[src/rtl/toggle_seq_pkg.sv]
// Shared types and constants for the T flip-flop toggle sequencer.
package toggle_seq_pkg;

  localparam int unsigned PW_DEF        = 8;
  localparam int unsigned CW_DEF        = 8;
  localparam int unsigned SETTLE_CYCLES = 1;

  typedef enum logic [1:0] {
    IDLE,
    RUN,
    SETTLE,
    CHECK
  } state_e;

endpackage

[src/rtl/toggle_tick_gen.sv]
// Period counter that emits a one-cycle tick every (period_m1_i + 1) enabled cycles.
module toggle_tick_gen #(
  parameter int unsigned PW = 8
) (
  input  logic          clk_i,
  input  logic          rst_i,
  input  logic          en_i,
  input  logic          clr_i,
  input  logic [PW-1:0] period_m1_i,
  output logic          tick_o
);

  logic [PW-1:0] cnt_q;

  assign tick_o = en_i && (cnt_q == period_m1_i);

  always_ff @(posedge clk_i) begin
    if (rst_i || clr_i) begin
      cnt_q <= '0;
    end else if (en_i) begin
      cnt_q <= tick_o ? '0 : cnt_q + 1'b1;
    end
  end

endmodule

[src/rtl/toggle_seq_ctrl.sv]
// Burst sequencer driving the T flip-flop enable, with a parity check of the fed-back q.
module toggle_seq_ctrl
  import toggle_seq_pkg::*;
#(
  parameter int unsigned PW = PW_DEF,
  parameter int unsigned CW = CW_DEF
) (
  input  logic          clk,
  input  logic          rst,
  input  logic          start,
  input  logic          abort,
  input  logic [PW-1:0] period,
  input  logic [CW-1:0] num_toggles,
  input  logic          q_fb,
  output logic          t,
  output logic          busy,
  output logic          done,
  output logic          mismatch,
  output logic [CW-1:0] toggles_done
);

  localparam int unsigned SW = $clog2(SETTLE_CYCLES + 1);

  state_e        state_q;
  logic [PW-1:0] period_m1_q;
  logic [CW-1:0] n_q;
  logic          q_exp_q;
  logic [SW-1:0] settle_q;
  logic          t_q;
  logic          busy_q;
  logic          done_q;
  logic          mismatch_q;
  logic [CW-1:0] td_q;

  logic tick;
  logic tick_en;
  logic tick_clr;

  assign tick_en  = (state_q == RUN) && !abort;
  assign tick_clr = (state_q == IDLE) && start;

  toggle_tick_gen #(
    .PW (PW)
  ) u_tick (
    .clk_i       (clk),
    .rst_i       (rst),
    .en_i        (tick_en),
    .clr_i       (tick_clr),
    .period_m1_i (period_m1_q),
    .tick_o      (tick)
  );

  always_ff @(posedge clk) begin
    if (rst) begin
      state_q     <= IDLE;
      period_m1_q <= '0;
      n_q         <= '0;
      q_exp_q     <= 1'b0;
      settle_q    <= '0;
      t_q         <= 1'b0;
      busy_q      <= 1'b0;
      done_q      <= 1'b0;
      mismatch_q  <= 1'b0;
      td_q        <= '0;
    end else begin
      done_q <= 1'b0;
      unique case (state_q)
        IDLE: begin
          if (start) begin
            period_m1_q <= (period == '0) ? '0 : period - 1'b1;
            n_q         <= num_toggles;
            q_exp_q     <= q_fb;
            td_q        <= '0;
            mismatch_q  <= 1'b0;
            busy_q      <= 1'b1;
            // An empty burst still spends one settle cycle so done lands two edges after start.
            if (num_toggles == '0) begin
              settle_q <= SW'(SETTLE_CYCLES);
              state_q  <= SETTLE;
            end else begin
              settle_q <= '0;
              state_q  <= RUN;
            end
          end
        end
        RUN: begin
          if (abort) begin
            t_q     <= 1'b0;
            busy_q  <= 1'b0;
            state_q <= IDLE;
          end else if (tick) begin
            t_q     <= 1'b1;
            td_q    <= td_q + 1'b1;
            q_exp_q <= ~q_exp_q;
            if (td_q == n_q - 1'b1) begin
              settle_q <= '0;
              state_q  <= SETTLE;
            end
          end else begin
            t_q <= 1'b0;
          end
        end
        SETTLE: begin
          t_q <= 1'b0;
          if (abort) begin
            busy_q  <= 1'b0;
            state_q <= IDLE;
          end else if (settle_q == SW'(SETTLE_CYCLES)) begin
            state_q <= CHECK;
          end else begin
            settle_q <= settle_q + 1'b1;
          end
        end
        CHECK: begin
          mismatch_q <= (q_fb != q_exp_q);
          done_q     <= 1'b1;
          busy_q     <= 1'b0;
          state_q    <= IDLE;
        end
        default: state_q <= IDLE;
      endcase
    end
  end

  assign t            = t_q;
  assign busy         = busy_q;
  assign done         = done_q;
  assign mismatch     = mismatch_q;
  assign toggles_done = td_q;

endmodule

[config.mk]
export PLATFORM = sky130hd
export DESIGN_NAME = toggle_seq_ctrl
export DESIGN_NICKNAME = d
export VERILOG_FILES = /design/src/rtl/toggle_seq_pkg.sv /design/src/rtl/toggle_tick_gen.sv /design/src/rtl/toggle_seq_ctrl.sv
export SDC_FILE = /design/constraint.sdc
export NUM_CORES = 1
export LEC_CHECK = 0
export CAP_MARGIN = 25
export CORE_ASPECT_RATIO = 1.2
export CORE_MARGIN = 5
export CORE_UTILIZATION = 35
export CTS_CLUSTER_SIZE = 14
export DETAILED_ROUTE_END_ITERATION = 8
export GPL_TIMING_DRIVEN = 0
export SETUP_SLACK_MARGIN = 0.2
export SYNTH_ARGS = -nofsm -noshare
export SYNTH_HDL_FRONTEND = slang
export SYNTH_SLANG_ARGS = --single-unit
[constraint.sdc]
create_clock -name clk -period 2.9 [get_ports clk]
set_input_delay 0.87 -clock clk [delete_from_list [all_inputs] [get_ports clk]]
set_output_delay 0.87 -clock clk [all_outputs]
set_load 0.01 [all_outputs]
## Yosys cells after proc, flatten, opt, wreduce, memory -nomap -nowiden

Cells that the tools add are included.

- Bits in read-only memories: 0
- Register bits: 40
- Memories: 0
- Output and inout port bits: 12
- Bits in latches: 0
- Logic and storage cells: 86
- Bits in writable memories: 0

- Shift-type cells: 0
- Equal/unequal tests: 15
- Add/subtract/negate cells: 5
- Div/mod/pow operators: 0
- $mul: 0
- Reduce and logical (&&, ||, !) cells: 19
- Bitwise logic cells: 1
- Muxes and demuxes: 35
- $lt $le $gt $ge: 0

Operator list:

| operator | number |
|---|---|
| 8-bit 2-to-1 mux | 5 |
| 8-bit by 1-bit adder with 8-bit output (second input constant) | 2 |
| 8-bit equality test | 2 |
| 8-bit logical NOT | 2 |
| 1-bit 2-to-1 mux | 16 |
| 8-bit case mux with 2 select lines | 1 |
| 8-bit by 1-bit subtractor with 8-bit output (second input constant) | 2 |
| 2-bit 2-to-1 mux | 7 |
| 2-bit case mux with 4 select lines | 1 |
| 4-bit AND reduction | 2 |
| 2-bit by 1-bit != test with 1-bit output (second input constant) | 3 |
| 2-bit != test (second input constant) | 3 |
| 3-bit by 2-bit != test with 1-bit output (second input constant) | 2 |
| 1-bit case mux with 2 select lines | 3 |
| 1-bit case mux with 3 select lines | 2 |
| 2-bit AND reduction | 3 |
| 6-bit AND reduction | 1 |
| 2-bit nonzero test | 3 |
| 2-bit equality test (second input constant) | 2 |
| 1-bit logical AND | 3 |
| 3-bit != test (second input constant) | 1 |
| 3-bit nonzero test | 1 |
| 2-bit by 1-bit equality test with 1-bit output (second input constant) | 1 |
| 2-bit logical NOT | 1 |
| 6 further kinds | 6 |

## Logic depth before layout (Yosys ltp)

Gate-level depths: netlist of the first run.

- Word-level depth: 6
- Mapped depth: 8

## Cells and area by module

Synthesis of the first run repeated with hierarchy kept, for this count alone.

- Cells, all modules: 284
- Area total of the unflattened synthesis: 2,287.2 sq um

Modules (own cells, without submodules):

| module | instances | cells an instance | seq. area each (sq um) | area an instance (sq um) |
|---|---|---|---|---|
| toggle_seq_ctrl | 1 | 233 | 640.6 | 1,826.8 |
| toggle_tick_gen | 1 | 51 | 160.2 | 460.4 |

## Least setup slack after synthesis of the first run

No wires, ideal clock.

- Path type: input to register
- Start point: in period[0]
- End point: reg period_m1_q[2]
- Data required time: 2.744 ns
- Arrival time: 2.297 ns
- Buffers on the path: 0
- Stages on the path: 6
- Path slack: 0.448 ns
- Cell sequence: inv_1 -> ha_1 -> nor3b_1 -> nand2_1 -> o311ai_0 -> o21ai_0

- Cells in the longest elaborated chain, start to end: 2
- Elaborated cells on any way between the ends: 3

RTL lines:

| item | RTL line | source |
|---|---|---|
| start, declared | toggle_seq_ctrl.sv:12 | `input logic [PW-1:0] period,` |
| 8-bit by 1-bit subtractor with 8-bit output / 8-bit logical NOT (equally long branches) | toggle_seq_ctrl.sv:70 | `period_m1_q <= (period == '0) ? '0 : period - 1'b1;` |
| 8-bit 2-to-1 mux (*) | toggle_seq_ctrl.sv:70 |  |
| end signal, assigned | toggle_seq_ctrl.sv:70 |  |
| end, declared | toggle_seq_ctrl.sv:25 | `logic [PW-1:0] period_m1_q;` |

Mark *: on every way between the ends. The rest lies on a longest branch, timed or not.
A chain may end at the register's enable or synchronous reset.

## Worst setup path after layout of the first run

- Start point: in abort
- End point: reg td_q[7], in the netlist toggles_done[7]

- Cells in the longest elaborated chain, start to end: 5
- Elaborated cells on any way between the ends: 6

RTL lines:

| item | RTL line | source |
|---|---|---|
| start, declared | toggle_seq_ctrl.sv:11 | `input logic abort,` |
| 1-bit logical NOT | toggle_seq_ctrl.sv:39 | `assign tick_en = (state_q == RUN) && !abort;` |
| 1-bit logical AND | toggle_seq_ctrl.sv:39 |  |
| 1-bit logical AND | toggle_tick_gen.sv:15 | `assign tick_o = en_i && (cnt_q == period_m1_i);` |
| 2-bit by 1-bit != test with 1-bit output (no source line) | -- |  |
| 4-bit AND reduction (no source line) (*) | -- |  |
| end signal, assigned | toggle_seq_ctrl.sv:93 | `td_q <= td_q + 1'b1;` |
| end, declared | toggle_seq_ctrl.sv:33 | `logic [CW-1:0] td_q;` |

Marks and branches as above.

==> flow_summary_export.csv, run 1 <==
group,metric,value,unit
timing,worst_slack,0.3353,ns
layout,regArea,800.8,µm²
timing,fin_hold_ws,0.4709,ns
clock_tree,cts_resized,3,
timing,setup_viol,0,
critical_path,r2r-end,"settle_q",
critical_path,crit_path_end,"toggles_done[7]",
global_routing,grt_start_max_net_pins,13,
clock_tree,cts.path.max_buffers,2,
die,num_rows,31,
layout,mostFrequentLayoutCells,"nand2_1 (41), dfxtp_1 (40), clkdlybuf4s50_1 (32), xor2_1 (22), nor2_1 (22)",
job,maxCapViolCount,0,
die,fp.dieArea,7928,µm²
layout,fillerInstances,643,
route,wirelength,5049,µm
timing,drv_slew,0,
yosys,avgSynthCellArea,8.213,µm²
layout,drive_above_1_share,6.189,%
timing,skew,0.003408,ns
die,pin_count,33,
clock_tree,cts_tree,"yes",
yosys,synth.distinct_cells,44,
critical_path,r2r_start,"n_q[0]",
yosys,async_flop_share,0,%
route,first_pass_iters,6,
clock_tree,cts.sinks,40,
clock_tree,clk_latency,0.30,ns
clock_tree,cts_max_level,2,
layout,n_antenna_cell,0,
route,avgRoutedWirePerCell,12.98,µm
timing,fin_crit,2.565,ns
critical_path,slowest_stage,"clkdlybuf4s50_1",
yosys,synthFlopType,"dfxtp_1",
route,drc_errors,0,
route,post_drt_via_cell_ratio,5.054,
global_routing,grt_pass1_vias,1868,
critical_path,cp_cell_sequence,"clkdlybuf4s50_1, nor2_2, a32oi_1, nor4_1, xnor2_1, nor2_1",
timing,hold_violations,0,
global_routing,grt_pass1_wl,8321,µm
critical_path,critPathBufInv,1,
placement,pre_cts_ws,-0.1629,ns
route,routed-via-count,1966,
die,coreArea,6051,µm²
power,ir_drop,0.2165,mV
layout,fin_util,45.35,%
global_routing,gr-total-overflow,0,
layout,multiInputGateArea,1338,µm²
yosys,synth_fp_nets,295,
die,start_util,36.10,%
critical_path,worst_ep_required_time,3.07,ns
clock_tree,clk_transition_reported_paths,0.08,ns
critical_path,critPathKind,"in -> reg",
critical_path,cp.depth,6,
power,p_total,1.879,mW
clock_tree,numCtsBuffers,5,
critical_path,slowest_delay,0.51,ns
critical_path,path_max_fanout,9,
critical_path,crit_path_start,"abort",
timing,fin_crit_sh,88.44,%
critical_path,path_delay_family,"simple AND/OR/NAND/NOR gates",
critical_path,reg2reg_slack,0.46,ns
critical_path,rr_worst_depth,8,
layout,instances_no_fill,389,
timing,tightest_slew,0.6851,ns
critical_path,arrival,2.73,ns
die,die_y,96.55,µm
yosys,synthCells,266,
timing,slew_headroom,53.91,%
layout,final_common_cell,"nand2_1",
power,leakage,1.009,nW
critical_path,crit_path_end_kind,"register",
yosys,synth_area,2185,µm²
yosys,synth_edf_count,0,
global_routing,antenna_found_initial,0,
placement,gp_congestion,0.7662,
placement,port_buffers,32,
layout,layout.nets,335,
outcome,status,"complete, no violations",
yosys,ys_seq_area_share,36.66,%
critical_path,start_kind,"primary input",
yosys,yosys_warnings,0,
min_path,hp-class,"reg -> reg",
timing,max_freq,389.9,MHz
global_routing,grt.total_usage,13.67,%
clock_tree,post_cts_buffers,0,
timing,rsz0062_at_grt,"no",
clock_tree,cts_root_buf,"clkbuf_8",
power,power_density,684.9,nW/µm²
die,die-width,82.12,µm
yosys,synth.ff_latch_count,40,
route,ant_nets,0,
layout,syn2layout_area_growth,25.60,%
placement,dp_hpwl,3864,µm
route,drt_iter0_drc,90,
clock_tree,ctsHoldBuffers,0,
placement,dp_cells,381,
==> per-layer routing <==
metal	vias up	routed length, µm	global-route usage, %
met5	-	0	0
met4	0	125	6.371
met3	11	228	3.061
met2	43	2556	24.19
met1	908	2139	15.38
li1	1004	-	-
==> worst min-delay path by stage <==
stage	from	end	slack (ns)	cells after the start
after floorplan	period_m1_q[6]	period_m1_q[6]	0.44	2
after global placement	period_m1_q[4]	period_m1_q[4]	0.46	2
after detailed placement	period_m1_q[4]	period_m1_q[4]	0.46	2
after CTS	n_q[7]	n_q[7]	0.47	2
after global routing	period_m1_q[3]	period_m1_q[3]	0.50	2
final	n_q[7]	n_q[7]	0.47	2
==> metrics by stage <==
stage | TNS (ns) | instance area, µm²
floorplan | 0 | 2185
global placement | -4.946 | 2608
detailed placement | -1.903 | 2619
CTS | 0 | 2731
global route | 0 | 2744
finish | 0 | 2744
==> synthesized netlist by cell type (3+ instances only) <==
cell | count | area (µm²)
xor2_1 | 22 | 192.7
nor2_1 | 24 | 90.09
nand3_1 | 6 | 30.03
dfxtp_1 | 40 | 800.8
o21ai_0 | 11 | 55.05
and2_1 | 3 | 18.77
nand4_1 | 4 | 25.02
xnor2_1 | 13 | 113.9
nor4_1 | 6 | 37.54
nand2b_1 | 3 | 18.77
nand3b_1 | 3 | 22.52
nor3b_1 | 6 | 45.04
nor3_1 | 5 | 25.02
nand2_1 | 41 | 153.9
ha_1 | 8 | 100.1
a21oi_1 | 18 | 90.09
clkbuf_1 | 5 | 18.77
inv_1 | 12 | 45.04
==> cell families after synthesis <==
group	count (synthesis)	share of synthesized area, %
compound gates	50	14.49
xor+xnor	35	14.03
fa+ha+maj	8	4.582
buf+inv	17	2.921
flops	40	36.66
mux	2	1.203
simple gates	114	26.12
==> layout make-up <==
cell class | count | area share [%]
Buffer | 5 | 0.6840
Clock buffer | 6 | 2.645
Clock inverter | 2 | 1.277
Inverter | 12 | 1.642
Multi-Input combinational cell | 209 | 48.75
Sequential cell | 40 | 29.18
Tap cell | 82 | 3.739
Timing Repair Buffer | 33 | 12.08
==> power by group <==
| group | total (mW) | leakage, nW | internal, mW | switching (mW) |
|---|---|---|---|---|
| Clock | 0.458 | 0.0552 | 0.256 | 0.202 |
| Sequential | 0.704 | 0.326 | 0.627 | 0.0772 |
| Combinational | 0.718 | 0.628 | 0.298 | 0.420 |
| Total | 1.88 | 1.01 | 1.18 | 0.699 |
==> worst min-delay path, cell delays in order (launching register included) <==
cell     delay, ns
dfxtp_1       0.32
nand2_1       0.05
a21oi_1       0.05
==> registers in the layout, summed over array words and instances (netlist names) <==
signal,flops
q_exp_q,1
period_m1_q,8
t,1
n_q,8
toggles_done,8
u_tick.cnt_q,8
state_q,2
busy,1
done,1
settle_q,1
mismatch,1
(Power assumes the default switching activity.)
==> run 2, diff against run 1 <==
--- a/config.mk
+++ b/config.mk
@@ -8,10 +8,11 @@
 export CAP_MARGIN = 25
 export CORE_ASPECT_RATIO = 1.2
 export CORE_MARGIN = 5
-export CORE_UTILIZATION = 35
+export CORE_UTILIZATION = 50
 export CTS_CLUSTER_SIZE = 14
 export DETAILED_ROUTE_END_ITERATION = 8
 export GPL_TIMING_DRIVEN = 0
+export PLACE_DENSITY = 0.75
 export SETUP_SLACK_MARGIN = 0.2
 export SYNTH_ARGS = -nofsm -noshare
 export SYNTH_HDL_FRONTEND = slang
==> run 2 against run 1 <==
Compared with the run above: critical path depth grew 2; clock skew grew 0.0045 ns; non-clock buffer count is the same; worst setup slack gained 0.049 ns; global-route usage grew 3.9 points; via count shrank 1.2%; die area shrank 27%; maximum frequency grew 2.0%; count of clock-buffer cells in the layout is the same; sequential share of layout area grew 0.51 points; critical endpoint is now period_m1_q[2]; largest cell class unchanged.
==> flow_summary_export.csv, run 2 (same netlist as run 1, synthesis figures left out) <==
group,metric,value,unit
outcome,status,"complete, no violations",
global_routing,grt.total_usage,17.57,%
timing,drv_slew,0,
timing,fin_crit_sh,86.74,%
global_routing,grt_pass1_wl,8245,µm
clock_tree,cts_tree,"yes",
min_path,hold_depth,2,
critical_path,rr_worst_depth,8,
route,avgRoutedWirePerCell,13.12,µm
placement,dp_cells,355,
critical_path,reg2reg_slack,0.47,ns
timing,fin_crit,2.515,ns
die,die-width,70.34,µm
timing,skew,0.007949,ns
timing,fin_tns_setup,0,ns
critical_path,crit_path_end_kind,"register",
global_routing,antenna_found_initial,0,
layout,final_common_cell,"nand2_1",
job,maxCapViolCount,0,
route,wirelength,4763,µm
critical_path,r2r-end,"settle_q",
die,fp.dieArea,5797,µm²
critical_path,r2r_start,"n_q[0]",
layout,mostFrequentLayoutCells,"nand2_1 (41), dfxtp_1 (40), clkdlybuf4s50_1 (32), xor2_1 (22), nor2_1 (21)",
timing,setup_viol,0,
layout,regArea,800.8,µm²
global_routing,gr-total-overflow,0,
clock_tree,clk_transition_reported_paths,0.07,ns
timing,slew_headroom,51.74,%
layout,fin_util,63.27,%
timing,worst_slack,0.3845,ns
die,die_y,82.41,µm
timing,fin_hold_ws,0.4721,ns
min_path,hp-class,"reg -> reg",
layout,n_antenna_cell,0,
clock_tree,clk_latency,0.29,ns
clock_tree,cts_max_level,2,
placement,gp_congestion,0.8344,
critical_path,worst_ep_required_time,3.07,ns
min_path,whs_endpoint,"period_m1_q[3]",
layout,drive_above_1_share,6.515,%
placement,pre_cts_ws,-0.2963,ns
route,ant_nets,0,
power,p_total,1.801,mW
critical_path,path_max_fanout,5,
die,num_rows,26,
critical_path,critPathKind,"in -> reg",
layout,instances_no_fill,363,
global_routing,grt_start_max_net_pins,13,
clock_tree,cts.path.max_buffers,2,
clock_tree,cts_root_buf,"clkbuf_8",
global_routing,grt_pass1_vias,1911,
timing,max_freq,397.5,MHz
placement,dp_hpwl,3609,µm
timing,hold_violations,0,
layout,layout.nets,335,
route,drc_errors,0,
clock_tree,post_cts_buffers,0,
timing,tightest_slew,0.7239,ns
layout,multiInputGateArea,1345,µm²
layout,syn2layout_area_growth,23.43,%
placement,dpl-instance-area,2579,µm²
route,drt_iter0_drc,110,
critical_path,arrival,2.68,ns
clock_tree,cts.sinks,40,
die,start_util,51.26,%
power,leakage,1.001,nW
placement,port_buffers,32,
layout,fin_area,2696,µm²
timing,rsz0062_at_grt,"no",
layout,fillerInstances,378,
route,first_pass_iters,4,
route,routed-via-count,1942,
route,post_drt_via_cell_ratio,5.350,
power,power_density,668.1,nW/µm²
die,coreArea,4262,µm²
critical_path,start_kind,"primary input",
die,pin_count,33,
clock_tree,numCtsBuffers,5,
power,ir_drop,0.3628,mV
min_path,hold_path_startpoint,"period_m1_q[3]",
run 2: how the worst max path moves through the flow:
stage	from	end	cells past startpoint
CTS	start	u_tick.cnt_q[5]	6
floorplan	period[0]	period_m1_q[2]	6
finish	period[0]	period_m1_q[2]	8
global placement	period[0]	period_m1_q[7]	7
global route	period[0]	period_m1_q[3]	8
detailed placement	period[0]	period_m1_q[2]	8
run 2: what timing repair did:
action,4_1_cts,5_1_grt
gates resized for setup,3,4
cloned,0,0
hold buffers,0,0
endpoints found under the setup margin,9,11
endpoints found under the hold margin,0,0
run 2: worst max-delay path, cell delays in order:
cell and delay, ns:
clkdlybuf4s50_1 0.47, inv_1 0.08, ha_1 0.17, nor3b_2 0.24, nand2_1 0.14, o311ai_2 0.38, buf_1 0.22, o21ai_0 0.12
run 2: area by class of cell:
cell class	instances	share of cell area [%]
inverter	12	1.671
sequential	40	29.70
buffer	5	0.6961
timing repair buffer	33	12.02
multi-input combinational	209	49.88
tap	56	2.599
clock inverter	2	0.3712
clock buffer	6	3.063
run 2: layer usage:
layer / up-vias / track usage [%] / part of all wire [%]
li1: 1014 / - / -
met1: 878 / 20.12 / 46
met2: 39 / 30.99 / 47
met3: 11 / 4.479 / 4.7
met4: 0 / 7.854 / 2.4
met5: - / 0 / 0
run 2: where the power goes:
group,total [mW],switching (mW),internal [mW],leakage (nW)
sequential,0.703,0.0758,0.627,0.326
clock,0.379,0.189,0.190,0.0510
combinational,0.720,0.423,0.297,0.624
==> run 3, diff against run 2 <==
--- a/config.mk
+++ b/config.mk
@@ -8,11 +8,11 @@
 export CAP_MARGIN = 25
 export CORE_ASPECT_RATIO = 1.2
 export CORE_MARGIN = 5
-export CORE_UTILIZATION = 50
+export CORE_UTILIZATION = 42
 export CTS_CLUSTER_SIZE = 14
 export DETAILED_ROUTE_END_ITERATION = 8
 export GPL_TIMING_DRIVEN = 0
-export PLACE_DENSITY = 0.75
+export MAX_ROUTING_LAYER = met4
 export SETUP_SLACK_MARGIN = 0.2
 export SYNTH_ARGS = -nofsm -noshare
 export SYNTH_HDL_FRONTEND = slang
==> run 3 against run 2 <==
Compared with the run above: worst hold slack gained 0.0060 ns; combinational power decreased by 2%; global-route usage decreased by 1.0 points; power is 3.6% higher; maximum frequency is 1.5% lower; flip-flop and latch count stayed put; critical path depth is 2 lower; routed wire length rose by 1.9%; non-clock buffer count unchanged; sequential share of layout area is 0.096 points lower; cell count is 1.1% higher; largest cell class unchanged; highest routed layer unchanged.
==> flow_summary_export.csv, run 3 (same netlist as run 1, synthesis figures left out) <==
group,metric,value,unit
die,die-width,75.84,µm
clock_tree,cts.sinks,40,
critical_path,arrival,2.71,ns
placement,port_buffers,32,
die,die_y,89.01,µm
global_routing,gr-total-overflow,0,
power,power.net_switching,0.6885,mW
timing,rsz0062_at_grt,"no",
clock_tree,cts_tree,"yes",
route,wirelength,4855,µm
clock_tree,cts_root_buf,"clkbuf_8",
route,drc_errors,0,
clock_tree,cts_resized,2,
power,clkPwrFrac,24.4,%
placement,gp_congestion,0.8571,
global_routing,grt_start_max_net_pins,13,
global_routing,grt_pass1_wl,8321,µm
route,avgRoutedWirePerCell,13.23,µm
route,drt_iter0_drc,57,
layout,mostFrequentLayoutCells,"nand2_1 (41), dfxtp_1 (40), clkdlybuf4s50_1 (32), xor2_1 (22), nor2_1 (22)",
die,pin_count,33,
power,p_seq_share,37.6,%
power,internal_power,1.177,mW
layout,fin_area,2705,µm²
timing,fin_crit,2.553,ns
critical_path,critPathKind,"in -> reg",
critical_path,critPathBufInv,1,
clock_tree,clk_latency,0.29,ns
layout,final_common_cell,"nand2_1",
layout,layout.nets,335,
critical_path,crit_path_end_kind,"register",
power,ir_drop,0.4254,mV
route,routed-via-count,1895,
layout,syn2layout_area_growth,23.83,%
die,start_util,43.91,%
clock_tree,numCtsBuffers,5,
route,post_drt_via_cell_ratio,5.163,
timing,max_freq,391.6,MHz
critical_path,slowest_delay,0.50,ns
die,coreArea,4975,µm²
global_routing,grt.total_usage,16.54,%
power,p_comb_share,38.0,%
route,ant_nets,0,
timing,fin_crit_sh,88.05,%
layout,fin_util,54.38,%
critical_path,path_delay_family,"simple AND/OR/NAND/NOR gates",
timing,slew_headroom,54.29,%
power,power_density,689.7,nW/µm²
placement,dp_hpwl,3708,µm
placement,dpl-instance-area,2585,µm²
power,power_switching_share,36.90,%
die,fp.dieArea,6750,µm²
critical_path,cp_cell_sequence,"clkdlybuf4s50_1, nor2_2, a32oi_1, nor4_1, xnor2_1, nor2_1",
timing,tightest_slew,0.6793,ns
timing,skew,0.009485,ns
timing,worst_slack,0.3467,ns
timing,fin_hold_ws,0.4781,ns
global_routing,antenna_found_initial,0,
timing,drv_slew,0,
power,leakage,1.005,nW
job,maxCapViolCount,0,
critical_path,start_kind,"primary input",
critical_path,slowest_stage,"clkdlybuf4s50_1",
clock_tree,cts_max_level,2,
global_routing,grt_pass1_vias,1811,
timing,setup_viol,0,
clock_tree,post_cts_buffers,0,
layout,n_antenna_cell,0,
route,first_pass_iters,4,
timing,hold_violations,0,
critical_path,path_max_fanout,9,
critical_path,worst_ep_required_time,3.06,ns
placement,pre_cts_ws,-0.2520,ns
outcome,status,"complete, no violations",
die,num_rows,28,
layout,drive_above_1_share,5.863,%
clock_tree,ctsHoldBuffers,0,
min_path,hp-class,"reg -> reg",
clock_tree,cts.path.max_buffers,2,
clock_tree,clk_transition_reported_paths,0.08,ns
-- run 3: layer usage --
layer | global-route usage [%] | routed length, µm
met5 | - | 0
met2 | 25.00 | 2166
met4 | 7.313 | 79
met1 | 21.08 | 2420
met3 | 3.375 | 189
-- run 3: power groups by stage --
stage | clock (mW) | sequential [mW] | combinational, mW
6_report | 0.456 | 0.702 | 0.708
3_5_place_dp | 0 | 0.716 | 0.698
5_1_grt | 0.496 | 0.717 | 0.795
2_1_floorplan | 0 | 0.708 | 0.496
3_3_place_gp | 0 | 0.716 | 0.693
4_1_cts | 0.469 | 0.703 | 0.704
-- run 3: worst register-to-register path, stage by stage, from the launching register on --
cell,delay [ns]
dfxtp_1,0.35
inv_1,0.07
ha_1,0.23
nor4b_2,0.26
a21oi_1,0.10
or4b_1,0.53
a211oi_2,0.33
a21oi_1,0.14
mux2_4,0.31
-- run 3: path summary, 6_finish.rpt --
check / start / end / slack [ns] / depth (start not counted)
worst max register to register: n_q[0] / settle_q / 0.48 / 8
worst min register to register: period_m1_q[4] / period_m1_q[4] / 0.48 / 2
worst max-delay path: abort / toggles_done[7] / 0.35 / 6
worst min-delay path: period_m1_q[4] / period_m1_q[4] / 0.48 / 2
-- run 3: metrics by stage --
stage          instances  total power, mW  setup TNS [ns]
4_1_cts              367            1.876               0
6_report             367            1.866               0
2_1_floorplan        266            1.204               0
3_5_place_dp         359            1.414          -2.030
5_1_grt              367            2.008               0
3_3_place_gp         358            1.409          -5.564
-- run 3: final cells by class --
class / instances / area, µm²
fill: 474 / 2270
multi-input combinational: 209 / 1333
sequential: 40 / 800.8
timing repair buffer: 33 / 325.3
tap: 60 / 75.07
clock buffer: 6 / 72.57
inverter: 12 / 45.04
clock inverter: 2 / 35.03
buffer: 5 / 18.77
